## src/rtl/ex_operand_stage_pkg.sv

```systemverilog
// Shared encodings for the stage-2 -> stage-3 operand register: RV32I opcodes,
// the bubble instruction and the rs1 data-select codes used by Data1Sel.
package ex_operand_stage_pkg;

    typedef enum logic [6:0] {
        OPC_LUI       = 7'b0110111,
        OPC_AUIPC     = 7'b0010111,
        OPC_JAL       = 7'b1101111,
        OPC_JALR      = 7'b1100111,
        OPC_BRANCH    = 7'b1100011,
        OPC_LOAD      = 7'b0000011,
        OPC_STORE     = 7'b0100011,
        OPC_ARI_ITYPE = 7'b0010011,
        OPC_ARI_RTYPE = 7'b0110011,
        OPC_CSR       = 7'b1110011
    } opcode_e;

    localparam logic [31:0] NOP_ENC = 32'h0000_0013;

    localparam logic SEL_RS1 = 1'b0;
    localparam logic SEL_WB  = 1'b1;

    // BRANCH and STORE carry immediate bits in [11:7], not a destination register.
    function automatic logic opc_writes_rd(input logic [6:0] opc);
        return (opc != OPC_BRANCH) && (opc != OPC_STORE);
    endfunction

endpackage

```

## src/rtl/ex_operand_stage_rs2_fwd_detect.sv

```systemverilog
// Combinational rs2 forwarding detector, built only when FWD_RS2_EN is defined:
// flags when the stage-2 instruction reads, as rs2, the register stage 3 is writing.
`ifdef FWD_RS2_EN
module rs2_fwd_detect
    import ex_operand_stage_pkg::*;
(
    input  logic        i_ex_valid,
    input  logic [31:0] i_ex_inst,
    input  logic        i_id_valid,
    input  logic [31:0] i_id_inst,
    output logic        o_fwd2_take
);

    logic [6:0] w_ex_opc;
    logic [6:0] w_id_opc;
    logic [4:0] w_ex_rd;
    logic [4:0] w_id_rs2;
    logic       w_id_uses_rs2;

    assign w_ex_opc = i_ex_inst[6:0];
    assign w_id_opc = i_id_inst[6:0];
    assign w_ex_rd  = i_ex_inst[11:7];
    assign w_id_rs2 = i_id_inst[24:20];

    assign w_id_uses_rs2 = (w_id_opc == OPC_ARI_RTYPE) || (w_id_opc == OPC_STORE) ||
                           (w_id_opc == OPC_BRANCH);

    assign o_fwd2_take = i_ex_valid && i_id_valid && opc_writes_rd(w_ex_opc) &&
                         (w_ex_rd != 5'd0) && (w_id_rs2 == w_ex_rd) && w_id_uses_rs2;

endmodule
`endif

```

## src/rtl/ex_operand_stage.sv

```systemverilog
// Stage-2 -> stage-3 pipeline register with rs1 write-back forwarding and a saturating
// forward counter. Define FWD_RS2_EN to also forward rs2 via rs2_fwd_detect.
module ex_operand_stage
    import ex_operand_stage_pkg::*;
#(
    parameter logic [31:0] NOP_INST = NOP_ENC,
    parameter int          CNT_W    = 16
) (
    input  logic             clk,
    input  logic             rst_n,
    input  logic             stall,
    input  logic             flush,
    input  logic             id_valid,
    input  logic [31:0]      id_inst,
    input  logic [31:0]      id_pc,
    input  logic [31:0]      id_rs1_data,
    input  logic [31:0]      id_rs2_data,
    input  logic             data1_sel,
    input  logic [31:0]      wb_data,
    output logic             ex_valid,
    output logic [31:0]      ex_inst,
    output logic [31:0]      ex_pc,
    output logic [31:0]      ex_rs1_data,
    output logic [31:0]      ex_rs2_data,
    output logic [CNT_W-1:0] fwd_cnt
);

    logic             r_ex_valid;
    logic [31:0]      r_ex_inst;
    logic [31:0]      r_ex_pc;
    logic [31:0]      r_ex_rs1;
    logic [31:0]      r_ex_rs2;
    logic [CNT_W-1:0] r_fwd_cnt;

    logic             w_fwd_take;
    logic [31:0]      w_rs1_next;
    logic [31:0]      w_rs2_next;

    function automatic logic [CNT_W-1:0] sat_inc(input logic [CNT_W-1:0] v);
        return (&v) ? v : v + CNT_W'(1);
    endfunction

    // Bubbles carry NOP (rd=x0), so the rd check also screens them out.
    assign w_fwd_take = (data1_sel == SEL_WB) && r_ex_valid &&
                        (r_ex_inst[11:7] != 5'd0) && id_valid;
    assign w_rs1_next = w_fwd_take ? wb_data : id_rs1_data;

`ifdef FWD_RS2_EN
    logic w_fwd2_take;

    rs2_fwd_detect u_rs2_fwd_detect (
        .i_ex_valid  (r_ex_valid),
        .i_ex_inst   (r_ex_inst),
        .i_id_valid  (id_valid),
        .i_id_inst   (id_inst),
        .o_fwd2_take (w_fwd2_take)
    );

    assign w_rs2_next = w_fwd2_take ? wb_data : id_rs2_data;
`else
    assign w_rs2_next = id_rs2_data;
`endif

    always_ff @(posedge clk) begin
        if (!rst_n) begin
            r_ex_valid <= 1'b0;
            r_ex_inst  <= NOP_INST;
            r_ex_pc    <= 32'd0;
            r_ex_rs1   <= 32'd0;
            r_ex_rs2   <= 32'd0;
            r_fwd_cnt  <= '0;
        end else if (flush) begin
            r_ex_valid <= 1'b0;
            r_ex_inst  <= NOP_INST;
            r_ex_pc    <= 32'd0;
            r_ex_rs1   <= 32'd0;
            r_ex_rs2   <= 32'd0;
        end else if (!stall) begin
            r_ex_valid <= id_valid;
            r_ex_inst  <= id_valid ? id_inst : NOP_INST;
            r_ex_pc    <= id_pc;
            r_ex_rs1   <= w_rs1_next;
            r_ex_rs2   <= w_rs2_next;
            if (w_fwd_take) begin
                r_fwd_cnt <= sat_inc(r_fwd_cnt);
            end
        end
    end

    assign ex_valid    = r_ex_valid;
    assign ex_inst     = r_ex_inst;
    assign ex_pc       = r_ex_pc;
    assign ex_rs1_data = r_ex_rs1;
    assign ex_rs2_data = r_ex_rs2;
    assign fwd_cnt     = r_fwd_cnt;

endmodule

```

## config.mk

```make
export PLATFORM = sky130hd
export DESIGN_NAME = ex_operand_stage
export DESIGN_NICKNAME = d
export VERILOG_FILES = /design/src/rtl/ex_operand_stage_pkg.sv /design/src/rtl/ex_operand_stage_rs2_fwd_detect.sv /design/src/rtl/ex_operand_stage.sv
export SDC_FILE = /design/constraint.sdc
export NUM_CORES = 1
export LEC_CHECK = 0
export CAP_MARGIN = 25
export CELL_PAD_IN_SITES_DETAIL_PLACEMENT = 1
export CELL_PAD_IN_SITES_GLOBAL_PLACEMENT = 1
export CORE_UTILIZATION = 30
export CTS_CLUSTER_DIAMETER = 200
export DETAILED_ROUTE_END_ITERATION = 10
export PLACE_DENSITY_LB_ADDON = 0.15
export SETUP_SLACK_MARGIN = 0.5
export SYNTH_ARGS = -nofsm -noshare
export SYNTH_HDL_FRONTEND = slang
export SYNTH_SLANG_ARGS = --single-unit
```

## constraint.sdc

```tcl
create_clock -name clk -period 3.1 [get_ports clk]
set_clock_uncertainty 0.1 [all_clocks]
set_input_delay 0.465 -clock clk [delete_from_list [all_inputs] [get_ports clk]]
set_output_delay 0.465 -clock clk [all_outputs]
set_load 0.1 [all_outputs]
```

==> results.md, run 1 <==
* Final setup fails at 0
* Vias in the first global route at about 5300
* Detailed-route via count at between 5000 and 6000
* Top-area cell type share of the netlist area at a little over half
* Crit Path Category: reg2reg
* Max IR drop VDD at approximately 0.37 mV
* Placer Congestion at about 0.76
* Total Nets Final at just over 1000
* Final min period at approximately 2400 ps
* Syn avg cell area at between 9 and 10 sq um
* Max Freq at ~400 MHz
* Dominant cell type by area after synthesis: dfxtp_1
* Dpl cells at ~1100
* Syn nets at 723
* Clock sink total at ~150
* Yosys reg bits at ~150
* Drt initial violations at 150
* Final antenna-violating net count at 0
* Layout cells sized above 1 at 22.40%
* Setup crit end kind: register
* Final Slew Violations at 0
* Hold Slack at 287.5 ps
* Data arrival, critical path at 2630 ps
* Dpl hpwl at ~14000 um
* Total die area at 18980 sq um
* I/O pins at ~310
* TNS Setup at 0 ps
* Routed wire per std cell at 17.55 um
* ANT cells at 0
* CTS root buf: clkbuf_16
* Port Buffers at between 300 and 400
* Syn-to-layout area delta at 65.08%
* Clock Path Buffers at 2
* Unrepaired setup endpoints after global routing: no
* Least-Margin Pin Slew at between 700 and 800 ps
* Count of hold-fix buffers inserted at cts at 0
* Status: finished clean
* Max-Cap Viols at 0
* # DRC at 0
* CTS resizes at 0
* Post-synthesis cell type count at 35
* Vias per Instance at about 4.8
* Filler cell count at slightly above 2000
* Global-route usage over all layers at around a fifth
* Die H at 137.8 um
* Overall die width at between 100 and 150 um
* Post-CTS setup buffer count at 0
* First-pass detailed-route iteration total at 4
* Final Util at approximately 51%
* H-tree lvl count at 4
* Synth top area cells: dfxtp_1 53%, mux2i_1 18%, nor2_1 6.7%, a22oi_1 3.9%, a21oi_1 3.0%
* P_leak at slightly above 4 nW
* Ys Warns at 0
* Clock Latency Late Sink at a little over 400 ps
* CTS tree: done
* Startpoint Class: register
* Fin. Hold Viols at 0
* CP max FO at 18
* Worst EP required at between 3000 and 4000 ps
* Mapped cell area at 5529 sq um
* Initial antenna violation count at 0
* Post-Layout Cell Count at 1095
* Register clock-pin slew on the reported worst setup and hold paths at 60 ps
* Relative slew slack at between 40% and 50%
* Fraction of the cycle the final worst path needs at 78.94%
* Number of CTS-inserted buffers at 17
* First-pass GRT wire length at roughly 28000 um
* Final WL at around 19000 um
* PD cells at between 500 and 600 nW/um^2
* Final Power at just over 5 mW
* Seq/Total Area, Yosys at between 50 and 60%
* Pin count of the biggest net entering global routing at 90
* Number of core rows at 49
* Cells after Synth at 556
* Total global routing overflow at 0
* Core area at roughly 18000 sq um
* Initial Util at a little over 30%
* Hold crit path type: in2reg
==> per-stage QoR <==
stage | setup slack, ps | instance area [sq um]
2_1_floorplan | 566.4 | 5532
3_3_place_gp | 702.1 | 8468
3_5_place_dp | 575.1 | 8468
4_1_cts | 605.8 | 9128
5_1_grt | 546.2 | 9128
6_report | 653.0 | 9128
==> report_power, final <==
| group | switching [mW] | leakage [nW] | internal, mW |
|---|---|---|---|
| registers | 0.0307 | 1.18 | 1.92 |
| clock network | 0.791 | 0.317 | 1.51 |
| logic | 0.574 | 2.66 | 0.328 |
==> logic make-up (layout without fill, tap and decap cells) <==
kind of cell | count (synthesis) | after routing | synth area share (%)
xor+xnor | 12 | 12 | 1.901
flops | 145 | 145 | 52.50
buf+inv | 43 | 353 | 3.779
mux | 98 | 98 | 17.74
fa+ha+maj | 1 | 1 | 0.2263
simple gates | 153 | 153 | 12.42
compound gates | 104 | 104 | 11.43
==> flip-flops by register name, indices dropped and copies added, names as in the netlist <==
name / cells
ex_inst: 32
ex_pc: 32
ex_rs1_data: 32
ex_rs2_data: 32
ex_valid: 1
fwd_cnt: 16
==> cell type report <==
cell class	count	area, sq um	share of cell area (%)
tap	229	286.5	3.139
sequential	145	2905	31.83
timing repair buffer	320	2838	31.09
clock inverter	9	178.9	1.960
multi-input combinational	368	2427	26.59
clock buffer	21	480.5	5.264
inverter	3	11.26	0.1234
==> worst max-delay path, stage by stage (launching register included) <==
cell,delay [ps]
dfxtp_1,320
or4_4,580
o21ai_4,620
buf_4,350
mux2i_1,240
a21oi_1,80
==> layer usage <==
metal / wire [um] / vias up / global-route usage [%] / part of all wire (%)
met1: 7303 / 2463 / 20.08 / 38
li1: - / 2525 / - / -
met5: 0 / - / 0 / 0
met3: 1815 / 24 / 7.689 / 9.4
met2: 9729 / 205 / 34.95 / 51
met4: 367 / 0 / 7.367 / 1.9
==> layout by cell type, fill, tap and decap left out, drive strengths merged, types with 9 or more instances in the layout <==
cell type	Yosys	routed
o21ai	34	34
and2	11	11
dfxtp	145	145
a22oi	29	29
mux2i	98	98
nand2	12	12
clkdlybuf4s50	0	164
a21oi	33	33
nor2	99	99
buf	12	156
clkbuf	28	21
xor2	9	9
==> cell usage after synthesis <==
cell type    n
or4_4        1
a31oi_1      2
nor4_2       1
nor4b_1      1
dfxtp_1    145
nand2_1     12
ha_1         1
nor3b_1      1
and3_1       3
nand2b_1     3
o21ai_0     33
nor2_1      99
buf_8        3
mux2i_1     98
nor2b_1      1
a21oi_1     33
o22ai_1      3
a22oi_1     29
a211oi_1     1
nor3_1       5
buf_6        1
a21boi_0     1
buf_2        5
and2_1      11
xnor2_1      3
clkbuf_1    28
nand4_1      6
xor2_1       9
o211ai_4     1
nor4_1       5
buf_1        3
inv_1        3
nand3_1      3
o21ai_4      1
and4_1       1
==> path summary, 6_finish.rpt <==
check / slack (ps) / start / end / cells past startpoint
min reg2reg: 390 / ex_valid / ex_valid / 2
max: 650 / ex_inst[10] / ex_rs1_data[28] / 5
min: 290 / stall / ex_valid / 3
max reg2reg: 650 / ex_inst[10] / ex_rs1_data[28] / 5
No activity file was read; power rests on OpenSTA's default activity.
==> run 2: changes to the inputs <==
--- a/config.mk
+++ b/config.mk
@@ -8,7 +8,7 @@
 export CAP_MARGIN = 25
 export CELL_PAD_IN_SITES_DETAIL_PLACEMENT = 1
 export CELL_PAD_IN_SITES_GLOBAL_PLACEMENT = 1
-export CORE_UTILIZATION = 30
+export CORE_UTILIZATION = 28
 export CTS_CLUSTER_DIAMETER = 200
 export DETAILED_ROUTE_END_ITERATION = 10
 export PLACE_DENSITY_LB_ADDON = 0.15
==> constraint.sdc (replaced) <==
create_clock -name clk -period 2.5 [get_ports clk]
set_clock_uncertainty 0.1 [all_clocks]
set_input_delay 0.375 -clock clk [delete_from_list [all_inputs] [get_ports clk]]
set_output_delay 0.375 -clock clk [all_outputs]
set_load 0.1 [all_outputs]
==> run 2 against run 1 <==
Compared with the run above:
- first-iteration DRC count rose by 19%
- sequential share of layout area shrank 0.13 points
- total power up 19%
- critical path type unchanged
- largest power group unchanged
==> results.md, run 2 (same netlist as run 1, synthesis figures left out) <==
* Fraction of the cycle the final worst path needs at 78.31%
* Relative slew slack at between 50% and 60%
* Final WL at roughly 20000 um
* Total global routing overflow at 0
* Placer Congestion at between 0.7 and 0.8
* Least-Margin Pin Slew at between 600 and 700 ps
* Final antenna-violating net count at 0
* Fin. Hold Viols at 0
* Sequential power share at around 40%
* Worst r2r path cells at 5
* Total Nets Final at slightly above 1000
* Vias per Instance at approximately 4.6
* Sw frac at between 30% and 40%
* P_leak at between 4 and 5 nW
* Max-Cap Viols at 0
* Hold crit path type: reg2reg
* Clock Latency Late Sink at 420 ps
* Status: finished clean
* Filler cell count at between 2000 and 2500
* Clock Power Share at between 40% and 50%
* Setup crit end kind: register
* Clock Path Buffers at 2
* Area occupied by multi-input gates at roughly 2500 sq um
* Reg2reg start: ex_inst[10]
* I/O pins at about 310
* CTS tree: done
* CTS root buf: clkbuf_16
* Internal at 4.270 mW
* Data arrival, critical path at approximately 2200 ps
* Layout Cell Area excl Fill at 9338 sq um
* Crit Path Category: reg2reg
* Pin count of the biggest net entering global routing at 95
* RR Endpoint: ex_rs1_data[31]
* Max Freq at 510.8 MHz
* TNS Setup at 0 ps
* Clock sink total at approximately 150
* Count of hold-fix buffers inserted at cts at 0
* Port Buffers at 310
* Storage cell area at 2960 sq um
* # DRC at 0
* Comb power frac at a little under a fifth
* First-pass detailed-route iteration total at 4
* Sw Pwr at 1.845 mW
* Drt initial violations at 178
* Core area at about 19000 sq um
* Layout cells sized above 1 at around a quarter
* Vias in the first global route at between 5000 and 6000
* Register clock-pin slew on the reported worst setup and hold paths at approximately 60 ps
* Total die area at ~20000 sq um
* Initial Util at between 20% and 30%
* Initial antenna violation count at 1
* First-pass GRT wire length at approximately 30000 um
* Unrepaired setup endpoints after global routing: yes
* Startpoint Class: register
* CP max FO at 16
* Final Slew Violations at 0
* Dpl hpwl at between 10000 and 15000 um
* Detailed-route via count at approximately 5300
* Worst EP required at ~2700 ps
* Placed cell area at between 8000 and 9000 sq um
* Max IR drop VDD at ~0.43 mV
* Hold Slack at around 400 ps
* Die H at ~140 um
* Most frequent cells in the layout: 164 x clkdlybuf4s50_1, 156 x buf_4, 123 x dfxtp_1
* Number of core rows at between 50 and 60
* Overall die width at about 140 um
* PD cells at 654.8 nW/um^2
* Final min period at between 1500 and 2000 ps
* Number of CTS-inserted buffers at 17
* H-tree lvl count at 4
* CP Capture Point: ex_rs1_data[31]
* Global-route usage over all layers at approximately a fifth
* Syn-to-layout area delta at 68.88%
* R2R setup slack at 540 ps
* Final setup fails at 0
* Setup crit start: ex_inst[10]
* Commonest non-fill, non-tap cell in the layout: clkdlybuf4s50_1
* Routed wire per std cell at 17.45 um
==> run 2: per-stage QoR <==
step | utilization [%] | worst slack, ps | power (mW) | instances
final | 48.14 | 542.3 | 6.115 | 1143
after floorplan | - | 508.7 | 3.135 | 556
after global placement | 44.38 | 240.6 | 3.565 | 1101
after detailed placement | 44.38 | 185.5 | 3.588 | 1101
after global routing | 48.12 | 463.5 | 6.351 | 1142
after CTS | 47.73 | 535.8 | 6.202 | 1135
==> run 2: routing by layer <==
| layer | track usage, % | share of wire [%] |
|---|---|---|
| met3 | 7.806 | 9.9 |
| met5 | 0 | 0 |
| met2 | 34.11 | 50 |
| met1 | 19.78 | 38 |
| met4 | 8.489 | 2.3 |
==> run 2: power groups by stage <==
stage / Sequential [mW] / Clock, mW / Combinational (mW)
finish: 2.40 / 2.59 / 1.12
global route: 2.41 / 2.76 / 1.18
CTS: 2.40 / 2.66 / 1.13
detailed placement: 2.46 / 0 / 1.13
global placement: 2.45 / 0 / 1.11
floorplan: 2.93 / 0 / 0.209
==> run 2: worst max-delay path: stages (launching register included) <==
cell	delay, ps
dfxtp_4	340
or4_4	600
o21ai_4	240
clkbuf_16	250
mux2i_1	210
a21oi_1	90
==> run 2: area by class of cell <==
class,count,share of cell area (%)
multi-input cells,368,26.30
clock buffers,19,4.971
well taps,265,3.551
diodes,1,0.02680
repair buffers,329,31.85
flip-flops and latches,145,31.70
inverters,3,0.1206
clock inverters,13,1.474
==> run 2: repair_timing <==
| action | 4_1_cts | 5_1_grt |
|---|---|---|
| gates resized for setup | 4 | 2 |
| endpoints found under the setup margin | 41 | 21 |
| cloned | 0 | 2 |
| setup buffers | 2 | 5 |
| pin swaps | 1 | 10 |
==> run 2: worst min-delay path by stage <==
| stage | start | end | slack [ps] | cells past startpoint |
|---|---|---|---|---|
| floorplan | rst_n | fwd_cnt[7] | 410 | 2 |
| global placement | ex_inst[0] | ex_inst[0] | 370 | 2 |
| detailed placement | ex_inst[1] | ex_inst[1] | 390 | 2 |
| CTS | ex_inst[1] | ex_inst[1] | 400 | 2 |
| global route | ex_valid | ex_valid | 430 | 2 |
| finish | ex_inst[1] | ex_inst[1] | 400 | 2 |
==> run 3: changes to the inputs <==
--- a/config.mk
+++ b/config.mk
@@ -8,7 +8,7 @@
 export CAP_MARGIN = 25
 export CELL_PAD_IN_SITES_DETAIL_PLACEMENT = 1
 export CELL_PAD_IN_SITES_GLOBAL_PLACEMENT = 1
-export CORE_UTILIZATION = 28
+export CORE_UTILIZATION = 25
 export CTS_CLUSTER_DIAMETER = 200
 export DETAILED_ROUTE_END_ITERATION = 10
 export PLACE_DENSITY_LB_ADDON = 0.15
==> constraint.sdc (replaced) <==
create_clock -name clk -period 1.8 [get_ports clk]
set_clock_uncertainty 0.1 [all_clocks]
set_input_delay 0.27 -clock clk [delete_from_list [all_inputs] [get_ports clk]]
set_output_delay 0.27 -clock clk [all_outputs]
set_load 0.1 [all_outputs]
==> run 3 against run 2 <==
Compared with the run above:
- design area up 27%
- clock power up 48%
- first-iteration DRC count down 33%
- largest power group unchanged
- global-route usage down 0.36 points
- sequential cell count unchanged
- critical path depth up 1
- the flow now finishes with violations (setup timing)
- core utilization up 6.5 points
==> results.md, run 3 (same netlist as run 1, synthesis figures left out) <==
* Status: finished with violations
* Failing checks: setup timing
* ANT cells at 0
* Count of hold-fix buffers inserted at cts at 0
* Vias in the first global route at ~6000
* Storage cell area at ~3200 sq um
* Startpoint Class: register
* Worst Setup Slack, final at -152.4 ps
* Setup crit end kind: register
* I/O pins at between 300 and 400
* CP max FO at 5
* Drt initial violations at between 100 and 150
* Unrepaired setup endpoints after global routing: yes
* Total global routing overflow at 0
* Initial Util at 25.41%
* Syn-to-layout area delta at 114.8%
* Vias per Instance at between 4 and 5
* Max-Cap Viols at 0
* Final min period at 1952 ps
* CTS root buf: clkbuf_16
* # DRC at 0
* Initial antenna violation count at 1
* Layout Cell Area excl Fill at 11880 sq um
* Detailed-route via count at ~5500
* Global-route usage over all layers at approximately a fifth
* Register clock-pin slew on the reported worst setup and hold paths at 60 ps
* Final WL at approximately 22000 um
* P_leak at ~5 nW
* Post-Place Setup Slack at -329.1 ps
* H-tree lvl count at 4
* Post-Layout Cell Count at roughly 1200
* Relative slew slack at 73.73%
* Critical path cell sequence: or4_4, o211ai_4, buf_4, nor4b_1, xor2_1, and2_1
* Pin count of the biggest net entering global routing at between 50 and 60
* Placer Congestion at 0.7235
* Clock Latency Late Sink at 420 ps
* Max IR drop VDD at between 0.6 and 0.7 mV
* Fin. Hold Viols at 0
* Final Slew Violations at 0
* Hold crit path type: in2reg
* Total Nets Final at approximately 1100
* Total die area at around 23000 sq um
* Port Buffers at 310
* Hold Crit Start: stall
* Dpl cells at approximately 1100
* Die H at approximately 150 um
* Worst EP required at roughly 2000 ps
* Final antenna-violating net count at 0
* R2R setup slack at -150 ps
* Crit Path Category: reg2reg
* Routed wire per std cell at between 15 and 20 um
* Reg2reg start: ex_inst[8]
* Hold Crit Endpoint: ex_valid
* Number of core rows at 54
* Clock Path Buffers at 2
* Worst r2r path cells at 6
* Placed cell area at about 11000 sq um
* Final setup fails at 47
* Filler cell count at between 2000 and 2500
* Hold Path Depth at 4
* Core area at between 20000 and 25000 sq um
* Dpl hpwl at about 16000 um
* Final Util at 54.59%
* Max Freq at slightly above 500 MHz
* CP delay by family, top: simple AND/OR/NAND/NOR gates
* Most frequent cells in the layout: 163 x clkdlybuf4s50_1, 156 x buf_12, 118 x dfxtp_2
* Number of CTS-inserted buffers at 17
* TNS Setup at -5545 ps
* RR Endpoint: fwd_cnt[6]
* Crit path buf inv count at 1
* First-pass GRT wire length at ~32000 um
* Critical path's slowest cell: or4_4
* Commonest non-fill, non-tap cell in the layout: clkdlybuf4s50_1
* PD cells at between 700 and 800 nW/um^2
* Fraction of the cycle the final worst path needs at 108.5%
* Clock sink total at 145
* Least-Margin Pin Slew at approximately 390 ps
* First-pass detailed-route iteration total at 6
* Area occupied by multi-input gates at 2539 sq um
* Hold Slack at 299.8 ps
* CP peak stage delay at around 590 ps
* CTS tree: done
* Data arrival, critical path at between 2000 and 2500 ps
* Layout cells sized above 1 at 42.97%
* Final Power at approximately 9.1 mW
* Overall die width at between 150 and 200 um
==> run 3: changes by cell type in the layout (fill, tap and decap cells not counted), sizes merged <==
| cell | previous run | this run |
|---|---|---|
| buf | 164 | 195 |
| inv | 11 | 5 |
| dlymetal6s2s | 0 | 1 |
| clkdlybuf4s50 | 164 | 163 |
| diode | 1 | 0 |
| bufinv | 1 | 4 |
| o211ai | 1 | 2 |
| clkbuf | 20 | 23 |
| clkinvlp | 2 | 3 |
==> run 3: worst max-delay path by stage <==
stage,end,start,depth (start not counted),slack (ps)
global route,ex_rs1_data[1],ex_inst[8],7,-220
global placement,fwd_cnt[6],id_valid,6,-280
finish,fwd_cnt[6],ex_inst[8],6,-150
floorplan,fwd_cnt[11],ex_inst[10],6,-160
CTS,fwd_cnt[2],ex_inst[10],6,-150
detailed placement,fwd_cnt[7],id_valid,6,-330
==> run 3: power by group <==
group	switching (mW)	internal [mW]
registers	0.0980	3.28
logic	1.03	0.856
clock network	1.42	2.41
total	2.54	6.55
==> run 3: what timing repair did <==
item                                    CTS  global route
cloned                                    2             3
pin swaps                                 3             9
endpoints found under the setup margin  197           208
endpoints found under the hold margin     0             0
resized for setup                        49            26
setup buffers                            12             7
==> run 3: worst min-delay path, delay by kind of cell <==
kind                   cells  cell delay, ps
buffers and inverters      2             340
AND/OR/NAND/NOR            1             100
AO/OA/AOI/OAI              1              60
==> run 3: layout make-up <==
| type | instances | share of cell area [%] |
|---|---|---|
| timing repair buffer | 362 | 43.69 |
| clock inverter | 11 | 1.496 |
| sequential | 145 | 26.54 |
| clock buffer | 20 | 3.856 |
| inverter | 3 | 0.09482 |
| tap | 280 | 2.950 |
| multi-input combinational | 369 | 21.38 |
==> run 3: routing by layer <==
metal	up-vias	track usage, %	part of all wire [%]
li1	2630	-	-
met1	2626	18.73	37
met2	207	34.38	52
met3	33	7.576	8.8
met4	0	8.200	2.6
met5	-	0	0
